<file path="config.mk">
export PLATFORM = sky130hd
export DESIGN_NAME = register_heap
export DESIGN_NICKNAME = d
export VERILOG_FILES = /design/src/rtl/regheap_pkg.sv /design/src/rtl/regheap_bank.sv /design/src/rtl/register_heap.sv
export SDC_FILE = /design/constraint.sdc
export NUM_CORES = 1
export LEC_CHECK = 0
export ABC_AREA = 0
export CORE_ASPECT_RATIO = 0.7
export CORE_MARGIN = 4
export CORE_UTILIZATION = 45
export CTS_CLUSTER_SIZE = 8
export DETAILED_ROUTE_END_ITERATION = 8
export SYNTH_ARGS = -nofsm -noshare
export SYNTH_HDL_FRONTEND = slang
export SYNTH_SLANG_ARGS = --single-unit
export TNS_END_PERCENT = 100
</file>
<file path="constraint.sdc">
create_clock -name CLK -period 2.2 [get_ports CLK]
set_input_delay 0.44 -clock CLK [delete_from_list [all_inputs] [get_ports CLK]]
set_output_delay 0.44 -clock CLK [all_outputs]
set_load 0.01 [all_outputs]
</file>
<file path="src/rtl/regheap_pkg.sv">
// Shared definitions for the register heap: default geometry and word type.
package regheap_pkg;

    localparam int DATA_W_DEF = 16;
    localparam int ADDR_W_DEF = 4;
    localparam int NUM_REGS   = 16;

    typedef logic [DATA_W_DEF-1:0] reg_word_t;

endpackage

</file>
<file path="src/rtl/regheap_bank.sv">
// One bank of NREG x DATA_W registers.
// - Single-entry write port.
// - Full-bank load path.
// - Synchronous reset.
// - Two combinational read ports.
// - The whole bank is also exported so the other bank can copy it.
// Priority: reset > full load > single write.
module regheap_bank
    import regheap_pkg::*;
#(
    parameter int DATA_W = DATA_W_DEF,
    parameter int ADDR_W = ADDR_W_DEF,
    parameter int NREG   = 2**ADDR_W
) (
    input  logic                         clk,
    input  logic                         rst,
    input  logic                         we_i,
    input  logic [ADDR_W-1:0]            waddr_i,
    input  logic [DATA_W-1:0]            wdata_i,
    input  logic                         load_i,
    input  logic [NREG-1:0][DATA_W-1:0]  load_data_i,
    input  logic [ADDR_W-1:0]            raddr1_i,
    input  logic [ADDR_W-1:0]            raddr2_i,
    output logic [DATA_W-1:0]            rdata1_o,
    output logic [DATA_W-1:0]            rdata2_o,
    output logic [NREG-1:0][DATA_W-1:0]  regs_o
);

    logic [NREG-1:0][DATA_W-1:0] regs_q, regs_d;

    // Next bank contents: a full load replaces everything, otherwise a single write.
    always_comb begin
        regs_d = regs_q;
        if (load_i) begin
            regs_d = load_data_i;
        end else if (we_i) begin
            regs_d[waddr_i] = wdata_i;
        end
    end

    // Bank storage with synchronous clear.
    always_ff @(posedge clk) begin
        if (rst) begin
            regs_q <= '0;
        end else begin
            regs_q <= regs_d;
        end
    end

    assign rdata1_o = regs_q[raddr1_i];
    assign rdata2_o = regs_q[raddr2_i];
    assign regs_o   = regs_q;

endmodule

</file>
<file path="src/rtl/register_heap.sv">
// Register heap: a working bank with a shadow bank.
// - Save copies the working bank (including a same-cycle write) into the shadow bank.
// - Restore copies the shadow bank back; it discards a same-cycle write.
// - If save and restore are both asserted, restore wins.
// Optional feature: define REGHEAP_BYPASS_EN to forward wdata_i to a read port
// whose index matches an in-flight write.
module register_heap
    import regheap_pkg::*;
#(
    parameter int DATA_W = DATA_W_DEF,
    parameter int ADDR_W = ADDR_W_DEF
) (
    input  logic              CLK,
    input  logic              RST,
    input  logic [ADDR_W-1:0] rdreg1_i,
    input  logic [ADDR_W-1:0] rdreg2_i,
    input  logic              regwrite_i,
    input  logic [ADDR_W-1:0] wrreg_i,
    input  logic [DATA_W-1:0] wdata_i,
    input  logic              save_i,
    input  logic              restore_i,
    output logic [DATA_W-1:0] rdata1_o,
    output logic [DATA_W-1:0] rdata2_o
);

    localparam int NREG = 2**ADDR_W;

    logic                        work_we;
    logic                        shad_load;
    logic [NREG-1:0][DATA_W-1:0] work_regs;
    logic [NREG-1:0][DATA_W-1:0] shad_regs;
    logic [NREG-1:0][DATA_W-1:0] save_data;
    logic [DATA_W-1:0]           work_rd1, work_rd2;
    logic [DATA_W-1:0]           shad_rd1_unused, shad_rd2_unused;

    // Restore takes precedence over both a write and a save.
    always_comb begin
        work_we   = regwrite_i & ~restore_i;
        shad_load = save_i & ~restore_i;
    end

    // The shadow bank captures the post-edge working contents, so it sees a same-cycle write.
    always_comb begin
        save_data = work_regs;
        if (regwrite_i) begin
            save_data[wrreg_i] = wdata_i;
        end
    end

    regheap_bank #(
        .DATA_W (DATA_W),
        .ADDR_W (ADDR_W),
        .NREG   (NREG)
    ) u_work (
        .clk         (CLK),
        .rst         (RST),
        .we_i        (work_we),
        .waddr_i     (wrreg_i),
        .wdata_i     (wdata_i),
        .load_i      (restore_i),
        .load_data_i (shad_regs),
        .raddr1_i    (rdreg1_i),
        .raddr2_i    (rdreg2_i),
        .rdata1_o    (work_rd1),
        .rdata2_o    (work_rd2),
        .regs_o      (work_regs)
    );

    regheap_bank #(
        .DATA_W (DATA_W),
        .ADDR_W (ADDR_W),
        .NREG   (NREG)
    ) u_shadow (
        .clk         (CLK),
        .rst         (RST),
        .we_i        (1'b0),
        .waddr_i     (wrreg_i),
        .wdata_i     (wdata_i),
        .load_i      (shad_load),
        .load_data_i (save_data),
        .raddr1_i    (rdreg1_i),
        .raddr2_i    (rdreg2_i),
        .rdata1_o    (shad_rd1_unused),
        .rdata2_o    (shad_rd2_unused),
        .regs_o      (shad_regs)
    );

`ifdef REGHEAP_BYPASS_EN
    logic byp_ok;

    // Forward an in-flight write to any read port addressing the same register.
    always_comb begin
        byp_ok   = regwrite_i & ~restore_i & ~RST;
        rdata1_o = work_rd1;
        rdata2_o = work_rd2;
        if (byp_ok && (rdreg1_i == wrreg_i)) rdata1_o = wdata_i;
        if (byp_ok && (rdreg2_i == wrreg_i)) rdata2_o = wdata_i;
    end
`else
    // Reads always show the stored working value.
    always_comb begin
        rdata1_o = work_rd1;
        rdata2_o = work_rd2;
    end
`endif

endmodule

</file>
==> metrics.txt <==
outcome=finished, violations left; failing checks=setup timing; die height=203 um; clock period minus worst slack=2.36 ns; pwr dens=818 nW/um^2; number of iterations in the first detailed-routing pass=5; Remaining Overflow, GRT=0; routed len/inst=26.1 um; arrival time at the worst endpoint=1.92 ns; TritonCTS sink count=512; total placed cells including tap cells=3288; hpwl dp=54.6 mm; Top-Level Pins=65; total number of nets in the final design=2677; number of rows created at floorplan=71; Die Width=287 um; type of the tightest min-delay check=in -> reg; synthesis-to-finish area growth=20.2%; routed via count=23609; final count of negative-setup-slack endpoints=32; Setup crit end kind=primary output; Final Instance Count excl. Fillers=3381; ratio of cells with drive above 1 in the final layout=23.7%; achievable frequency=423 MHz; pin count of the biggest net entering global routing=93; deepest level of the CTS H-tree=3; relative max-transition margin=69.3%; initial antenna violation count=2; CTS tree=built; Mapped Area=24500 um^2; vias in the first global route=22735; Worst-Skew Late Latency=0.61 ns; cell types with the largest area share after synthesis=dfxtp_1, a311oi_1, mux4_2, nor2_1, nand3_1; Worst Path Max Fanout=3; clock buffers created by TritonCTS=73; cells after synthesis=2652; overall power consumption=24.1 mW; post-synthesis xor/xnor area fraction=0%; sequential element share of the synthesized area=41.8%; Final Slew Violations=0; fraction of the mapped netlist area in compound gates=25.5%; R2R Setup Slk=1.17 ns; initial standard-cell utilization of the core=45.5%; Worst Tran Pin Value=0.461 ns; root buffer cell=clkbuf_16; combinational family with the most area after synthesis=compound AO/OA/AOI/OAI gates; number of fill cells in the layout=4613; synth warn=0; R2R Path Start=u_work.regs_o[241]; wire length of the first global-routing pass=135 mm; unrepaired setup endpoints after global routing=yes; number of endpoints with negative hold slack in the final report=0; max-capacitance violation count=0; DRT Wirelength=88.3 mm; final period utilization=107%; standby leakage power=9.80 nW; endpoint of the lowest-slack register-to-register path=u_work.regs_o[241]; number of cells on the worst hold path=2; routability-driven placement congestion ratio=0.849; Critical Path Source Type=flop; Hold EP=u_shadow.regs_o[118]; IR drop worst, VDD=0.506 mV; final antenna-violating net count=0; detailed router's first-iteration violation count=2962; post-detailed-route DRC marker count=0; core region area=53800 um^2; clock transition time at the flip-flop clock pins of the worst setup and hold paths=0.05 ns; Seq cells post-synth=512; detail-routed via count per cell=6.98; maximum number of buffers from clock root to sink=3; syn nets=2685; Fin Setup TNS=-3.34 ns; average instance area after synthesis=9.24 um^2; number of distinct library cells after synthesis=26; arithmetic-cell share of the synthesized area counting full adders, half adders and majority gates=0%; number of cells on the worst reg-to-reg path=2; cell accounting for the most synthesized area=dfxtp_1; Tot GR Track Use=29.5%; post-layout worst setup margin=-0.164 ns; setup clock skew after layout=0.0197 ns; type of the worst setup path=reg -> out; portion of netlist area occupied by mux cells=11.8%; required time at the endpoint of the critical path=1.76 ns; basic-gate share of the synthesized area counting and, or, nand and nor cells=14.3%; Die Footprint=58300 um^2; startpoint of the worst hold path=RST; Yosys top cell area share=41.8%; count of port buffers added during placement=64
worst max path at each step:
| stage | from | end | slack [ns] |
|---|---|---|---|
| 2_1_floorplan | rdreg1_i[0] | rdata1_o[10] | 0.17 |
| 3_3_place_gp | rdreg1_i[2] | rdata1_o[9] | -0.59 |
| 3_5_place_dp | rdreg1_i[2] | rdata1_o[9] | -0.58 |
| 4_1_cts | u_work.regs_o[189] | rdata1_o[13] | -0.21 |
| 5_1_grt | u_work.regs_o[189] | rdata2_o[13] | -0.21 |
| 6_report | u_work.regs_o[189] | rdata2_o[13] | -0.16 |
where the power goes:
part	internal (mW)	switching (mW)	leakage, nW
Sequential	9.91	0.453	4.25
Combinational	1.50	2.09	4.59
Clock	6.07	4.09	0.967
routing by layer:
metal	up-vias	routed length [um]	track usage (%)
met4	0	2870	10.9
met1	11675	37000	42.0
met5	-	0	0
met3	211	9950	6.86
li1	10273	-	-
met2	1450	38500	43.8
per-stage QoR:
stage               worst slack [ns]  util (%)  hold WS (ns)  cell area, um^2
floorplan                      0.170         -         0.477            24500
global placement              -0.586      50.1         0.479            27000
detailed placement            -0.585      50.1         0.490            27000
CTS                           -0.207      54.4         0.282            29300
global route                  -0.213      54.8         0.318            29500
finish                        -0.164      54.8         0.278            29500
cell usage in the layout (no fill, tap or decap), types with 2 or more instances in the layout:
master / count
a22oi_1: 6
a22oi_2: 58
a311oi_1: 512
and3b_2: 2
buf_12: 83
buf_2: 18
buf_4: 123
buf_6: 18
clkbuf_16: 76
clkdlybuf4s50_1: 23
clkinv_8: 3
dfxtp_1: 432
dfxtp_2: 79
diode_2: 2
dlygate4sd2_1: 4
mux4_2: 128
nand2_1: 18
nand2_2: 14
nand2b_2: 2
nand3_1: 256
nand3b_2: 2
nor2_1: 512
nor2_4: 2
nor2b_2: 3
nor2b_4: 4
o21ai_0: 190
o21ai_1: 66
flip-flops by register name (all words and copies together) (netlist names):
signal and flops:
u_work.regs_o 256, u_shadow.regs_o 256
kinds of logic after synthesis:
logic type | count (synthesis)
multiplexers | 128
AND/OR/NAND/NOR | 825
buffers and inverters | 355
AO/OA/AOI/OAI | 832
flip-flops | 512
worst max-delay path, stage by stage (launching register included):
cell,delay [ns]
dfxtp_2,0.34
mux4_2,0.52
a22oi_2,0.20
nand2_2,0.10
buf_2,0.15
cell type report:
class | count | area, um^2 | area share (%)
timing repair buffer | 271 | 3190 | 10.8
inverter | 1 | 11.3 | 0.0382
antenna | 2 | 5.00 | 0.0170
multi-input combinational | 1785 | 13000 | 44.2
tap | 730 | 913 | 3.10
sequential | 512 | 10400 | 35.1
clock buffer | 76 | 1900 | 6.45
clock inverter | 4 | 68.8 | 0.233
what timing repair did:
item                       in CTS  in global routing
pin swaps                      77                 11
hold buffers                    0                  0
gates cloned                    1                  0
gates resized for setup       258                 52
setup endpoints to repair      32                 32
setup buffers                   6                  4
cells in the mapped netlist:
cell type	count
a22oi_1	64
a311oi_1	512
and2_1	3
and3_1	1
and3b_1	2
buf_1	9
buf_2	60
buf_4	41
buf_6	6
clkbuf_1	214
clkbuf_2	24
dfxtp_1	512
inv_2	1
mux4_2	128
nand2_1	33
nand2b_1	2
nand3_1	257
nand3b_2	2
nor2_1	514
nor2_4	1
nor2b_1	7
nor3b_2	1
o21ai_0	190
o21ai_1	66
or2_1	1
or3b_1	1
(Power assumes the default switching activity.)
==> RTL change 1: new RTL, same flow settings <==
Build with the macro `REGHEAP_BYPASS_EN` defined.
--- a/src/rtl/register_heap.sv
+++ b/src/rtl/register_heap.sv
@@ -4,6 +4,8 @@
 // - If save and restore are both asserted, restore wins.
 // Optional feature: define REGHEAP_BYPASS_EN to forward wdata_i to a read port
 // whose index matches an in-flight write.
+`define REGHEAP_BYPASS_EN
+
 module register_heap
     import regheap_pkg::*;
 #(
Formal check against the unedited RTL: not equivalent (a bounded check fails within 4 cycles, from zero or initial values and one cycle with RST high).
==> RTL change 1 against the unedited design <==
The run still ends with setup timing left; worst setup slack lost 0.44 ns; global-route usage shrank 3.1 points; utilization grew 4.7 points; sequential cell count is the same; cell area grew 6.1%; count of clock-buffer cells in the layout grew 1; non-clock buffer count grew 147; combinational power grew 8.6%; maximum frequency shrank 16%; worst hold slack gained 0.21 ns; power grew 0.64%; clock skew shrank 0.0012 ns; routed wire length shrank 13%; area after synthesis shrank 1.6%; largest power group unchanged.
==> RTL change 1: results (changes against the unedited design) <==
- Pre-antenna DRT Iters: 7 (+2)
- Met1 usage: 37.5% (-4.5 points)
- Met3 wire len: 6.63 mm (-33%)
- Pre-CTS setup slack: -1.02 ns (-0.437 ns)
- Comb pwr: 3.90 mW (+8.6%)
- Sw frac: 26.0% (-1.5 points)
- Gr usage total: 26.4% (-3.1 points)
- Met1 Wirelength: 35.3 mm (-4.6%)
- Fin Clk Skew: 0.0185 ns (-0.00123 ns)
- Setup violations, final: 32 (unchanged)
- Flop pwr share: 42.5% (-0.5 points)
- Met2 routed WL: 32.8 mm (-15%)
- Placer Congestion: 0.875 (+3.0%)
- Top cells by area, synth: dfxtp_1 42%, a211oi_1 16%, mux2i_1 14%
- WP data arrival: 2.36 ns (+0.44 ns)
- Max layer used: met5
- Total negative slack: -14.03 ns (-10.69 ns)
- Via-to-Cell Ratio: 5.99 (-14%)
- Top cells by count, synth: 513 x nor2_1, 512 x a211oi_1, 512 x dfxtp_1
- Placement Cell Area: 28,100 µm² (+4.1%)
- Drt wl/cell: 23.4 µm (-11%)
- Reg-to-Reg Start: u_work.regs_o[240]
- Failing checks: setup timing
- Share of cells above drive strength 1: 30.2% (+6.4 points)
- R2R Path End: u_work.regs_o[240]
- Hold endpoint: u_work.regs_o[31]
- Worst hold margin: 0.483 ns (+0.206 ns)
- Tightest Pin Transition: 1.04 ns (+0.576 ns)
- Flop-to-flop setup slack: 1.09 ns (-0.08 ns)
- HP Start: u_shadow.regs_o[31]
- Number of global-route vias before repair: 19,400 (-15%)
- GR Util met2: 38.5% (-5.3 points)
- Sequential area share after synthesis: 42.5% (+0.68 points)
- Synth Area per Inst: 10.3 µm² (+11%)
- Slowest Stage Delay on Critical Path: 0.50 ns (-0.02 ns)
- Status: finished, violations left
- Largest net degree at the start of global routing: 116 (+25%)
- Power Dens Cells: 776 nW/µm² (-5.1%)
- Slack of the critical path: -0.602 ns (-0.438 ns)
RTL change 1: cell count changes after synthesis, sizes merged, moves of 5 or more:
| cell | delta |
|---|---|
| a22oi | -64 |
| nand3 | -256 |
| nor2b | -5 |
| xor2 | +8 |
| nor2 | +7 |
| clkbuf | -34 |
| mux2i | +349 |
| buf | -52 |
| mux2 | +32 |
| a211oi | +512 |
| o21ai | -256 |
| a311oi | -512 |
| nand2 | -29 |
RTL change 1: critical path: cells and delay by family, from the launching register on:
| kind | cells | cell delay, ns |
|---|---|---|
| buffers and inverters | 1 | 0.13 |
| DFF | 1 | 0.34 |
| muxes | 3 | 1.29 |
RTL change 1: repair_timing:
item	in CTS	in global routing
setup endpoints to repair	32	32
setup buffers	28	13
pin swaps	4	4
gates cloned	2	0
hold buffers	0	0
resized for setup	342	81
RTL change 1: worst max-delay path by stage:
stage	from	slack (ns)	cells after the start	endpoint
floorplan	rdreg1_i[0]	-0.003	6	rdata1_o[13]
global placement	rdreg1_i[1]	-1.03	7	rdata1_o[9]
detailed placement	rdreg1_i[1]	-1.02	7	rdata1_o[9]
CTS	u_work.regs_o[126]	-0.61	4	rdata2_o[14]
global route	u_work.regs_o[126]	-0.63	4	rdata2_o[14]
finish	u_work.regs_o[190]	-0.60	4	rdata2_o[14]
RTL change 1: cells by family after synthesis:
| logic type | Yosys count | share of synthesized area (%) |
|---|---|---|
| compound gates | 512 | 15.9 |
| mux | 510 | 28.0 |
| buf+inv | 269 | 4.55 |
| flops | 512 | 42.5 |
| simple gates | 542 | 8.71 |
| xor+xnor | 8 | 0.290 |
RTL change 1: area by class of cell:
class	instances	area [µm²]
clock buffers	77	1930
clock inverters	2	17.5
fillers	4271	21400
inverters	1	11.3
multi-input cells	1572	13300
flip-flops and latches	512	10400
well taps	720	901
repair buffers	418	4730
==> RTL change 2: new RTL, same flow settings <==
Without the edit above. Register the input `save_i` before use. The logic sees it one clock later. The other inputs are not delayed to match.
--- a/src/rtl/register_heap.sv
+++ b/src/rtl/register_heap.sv
@@ -25,6 +25,12 @@
 
     localparam int NREG = 2**ADDR_W;
 
+    logic save_q;
+
+    always_ff @(posedge CLK) begin
+        save_q <= save_i;
+    end
+
     logic                        work_we;
     logic                        shad_load;
     logic [NREG-1:0][DATA_W-1:0] work_regs;
@@ -36,7 +42,7 @@
     // Restore takes precedence over both a write and a save.
     always_comb begin
         work_we   = regwrite_i & ~restore_i;
-        shad_load = save_i & ~restore_i;
+        shad_load = save_q & ~restore_i;
     end
 
     // The shadow bank captures the post-edge working contents, so it sees a same-cycle write.
Formal check against the unedited RTL: not equivalent (a bounded check fails within 4 cycles, from zero or initial values and one cycle with RST high).
==> RTL change 2 against the unedited design <==
Sequential cell count grew 1; combinational power grew 4%; clock skew fell by 0.0060 ns; worst setup slack got worse by 0.017 ns; power grew 0.81%; the run still ends with setup timing left; largest cell class unchanged; routed wire length is 1.4% higher; non-clock buffer count grew 13; cell area up 1.9%; area after synthesis is essentially flat.
==> RTL change 2: results (changes against the unedited design) <==
- Status: finished, violations left
- Failing checks: setup timing
- Number of global-route vias before repair: 23,200 (+2.2%)
- Clock Power Share: 42.0% (-0.2 points)
- Initial DRC Count: 2,804 (-5.3%)
- Net switching power: 6.80 mW (+2.5%)
- WP data arrival: 1.94 ns (+0.02 ns)
- Initial antenna violation count: 1 (-1)
- Placement Cell Area: 27,600 µm² (+2.1%)
- Final HPWL DP: 56.8 mm (+4.1%)
- Max VDD drop: 0.549 mV (+8.6%)
- Met3 wire len: 9.56 mm (-3.9%)
- Syn nets: 2,686 (+0.037%)
- Share of cells above drive strength 1: 24.0% (+0.22 points)
- Lkg Pwr: 10.0 nW (+2.3%)
- Drt wl/cell: 26.4 µm (+0.96%)
- Slack of the critical path: -0.181 ns (-0.0168 ns)
- Max layer used: met5
- Met2 routed WL: 39.5 mm (+2.7%)
- Diode count: 0 (-2)
- Slowest Stage Delay on Critical Path: 0.48 ns (-0.04 ns)
- Total CTS buffers: 74 (+1.4%)
- Met1 Wirelength: 37.5 mm (+1.4%)
- Top cells by count, synth: 514 x nor2_1, 513 x dfxtp_1, 512 x a311oi_1
- Fin Clk Skew: 0.0137 ns (-0.00604 ns)
- Total negative slack: -3.81 ns (-0.468 ns)
- Gr usage total: 30.0% (+0.56 points)
- Pre-antenna DRT Iters: 6 (+1)
- Setup violations, final: 32 (unchanged)
- Slew HR: 59.7% (-9.6 points)
-- RTL change 2: cell types whose count changed in the layout (fill, tap and decap cells not counted), sizes merged --
cell,before,now
buf,243,256
clkbuf,76,75
clkinv,3,6
dfxtp,512,513
diode,2,0
inv,2,3
-- RTL change 2: routing by layer --
metal,global-route usage [%],up-vias
li1,-,10300
met1,41.7,11800
met2,45.3,1344
met3,7.81,225
met4,11.1,2
met5,0,-
-- RTL change 2: timing repair --
action,CTS,global route
gates cloned,2,0
pin swaps,79,8
setup buffers,7,0
setup endpoints to repair,32,32
resized for setup,262,44
-- RTL change 2: worst paths after layout --
kind                        end                  from  slack, ns  depth (start not counted)
min reg2reg  u_work.regs_o[213]  u_shadow.regs_o[213]       0.49                          2
min          u_work.regs_o[192]                   RST       0.21                          2
max                 rdata2_o[1]    u_work.regs_o[145]      -0.18                          4
max reg2reg  u_shadow.regs_o[3]                save_q       0.69                          5
-- RTL change 2: logic make-up after synthesis --
kind of cell           after synthesis  share of synthesized area (%)
AO/OA/AOI/OAI                      832                           25.5
AND/OR/NAND/NOR                    825                           14.3
flip-flops                         513                           41.9
buffers and inverters              355                           6.67
multiplexers                       128                           11.7
-- RTL change 2: cell type report --
type	count	area, µm²
timing repair buffer	284	3730
multi-input combinational	1785	13000
fill	4578	23800
clock inverter	8	133
sequential	513	10400
clock buffer	75	1860
tap	730	913
inverter	1	11.3
-- RTL change 2: metrics by stage --
step | hold slack (ns) | power [mW] | setup WS, ns | instances
final | 0.214 | 24.3 | -0.181 | 3396
after global routing | 0.207 | 25.1 | -0.235 | 3396
after CTS | 0.171 | 24.3 | -0.193 | 3396
after detailed placement | 0.488 | 14.1 | -0.629 | 3304
after global placement | 0.478 | 13.9 | -0.612 | 3304
after floorplan | 0.468 | 12.5 | 0.170 | 2653
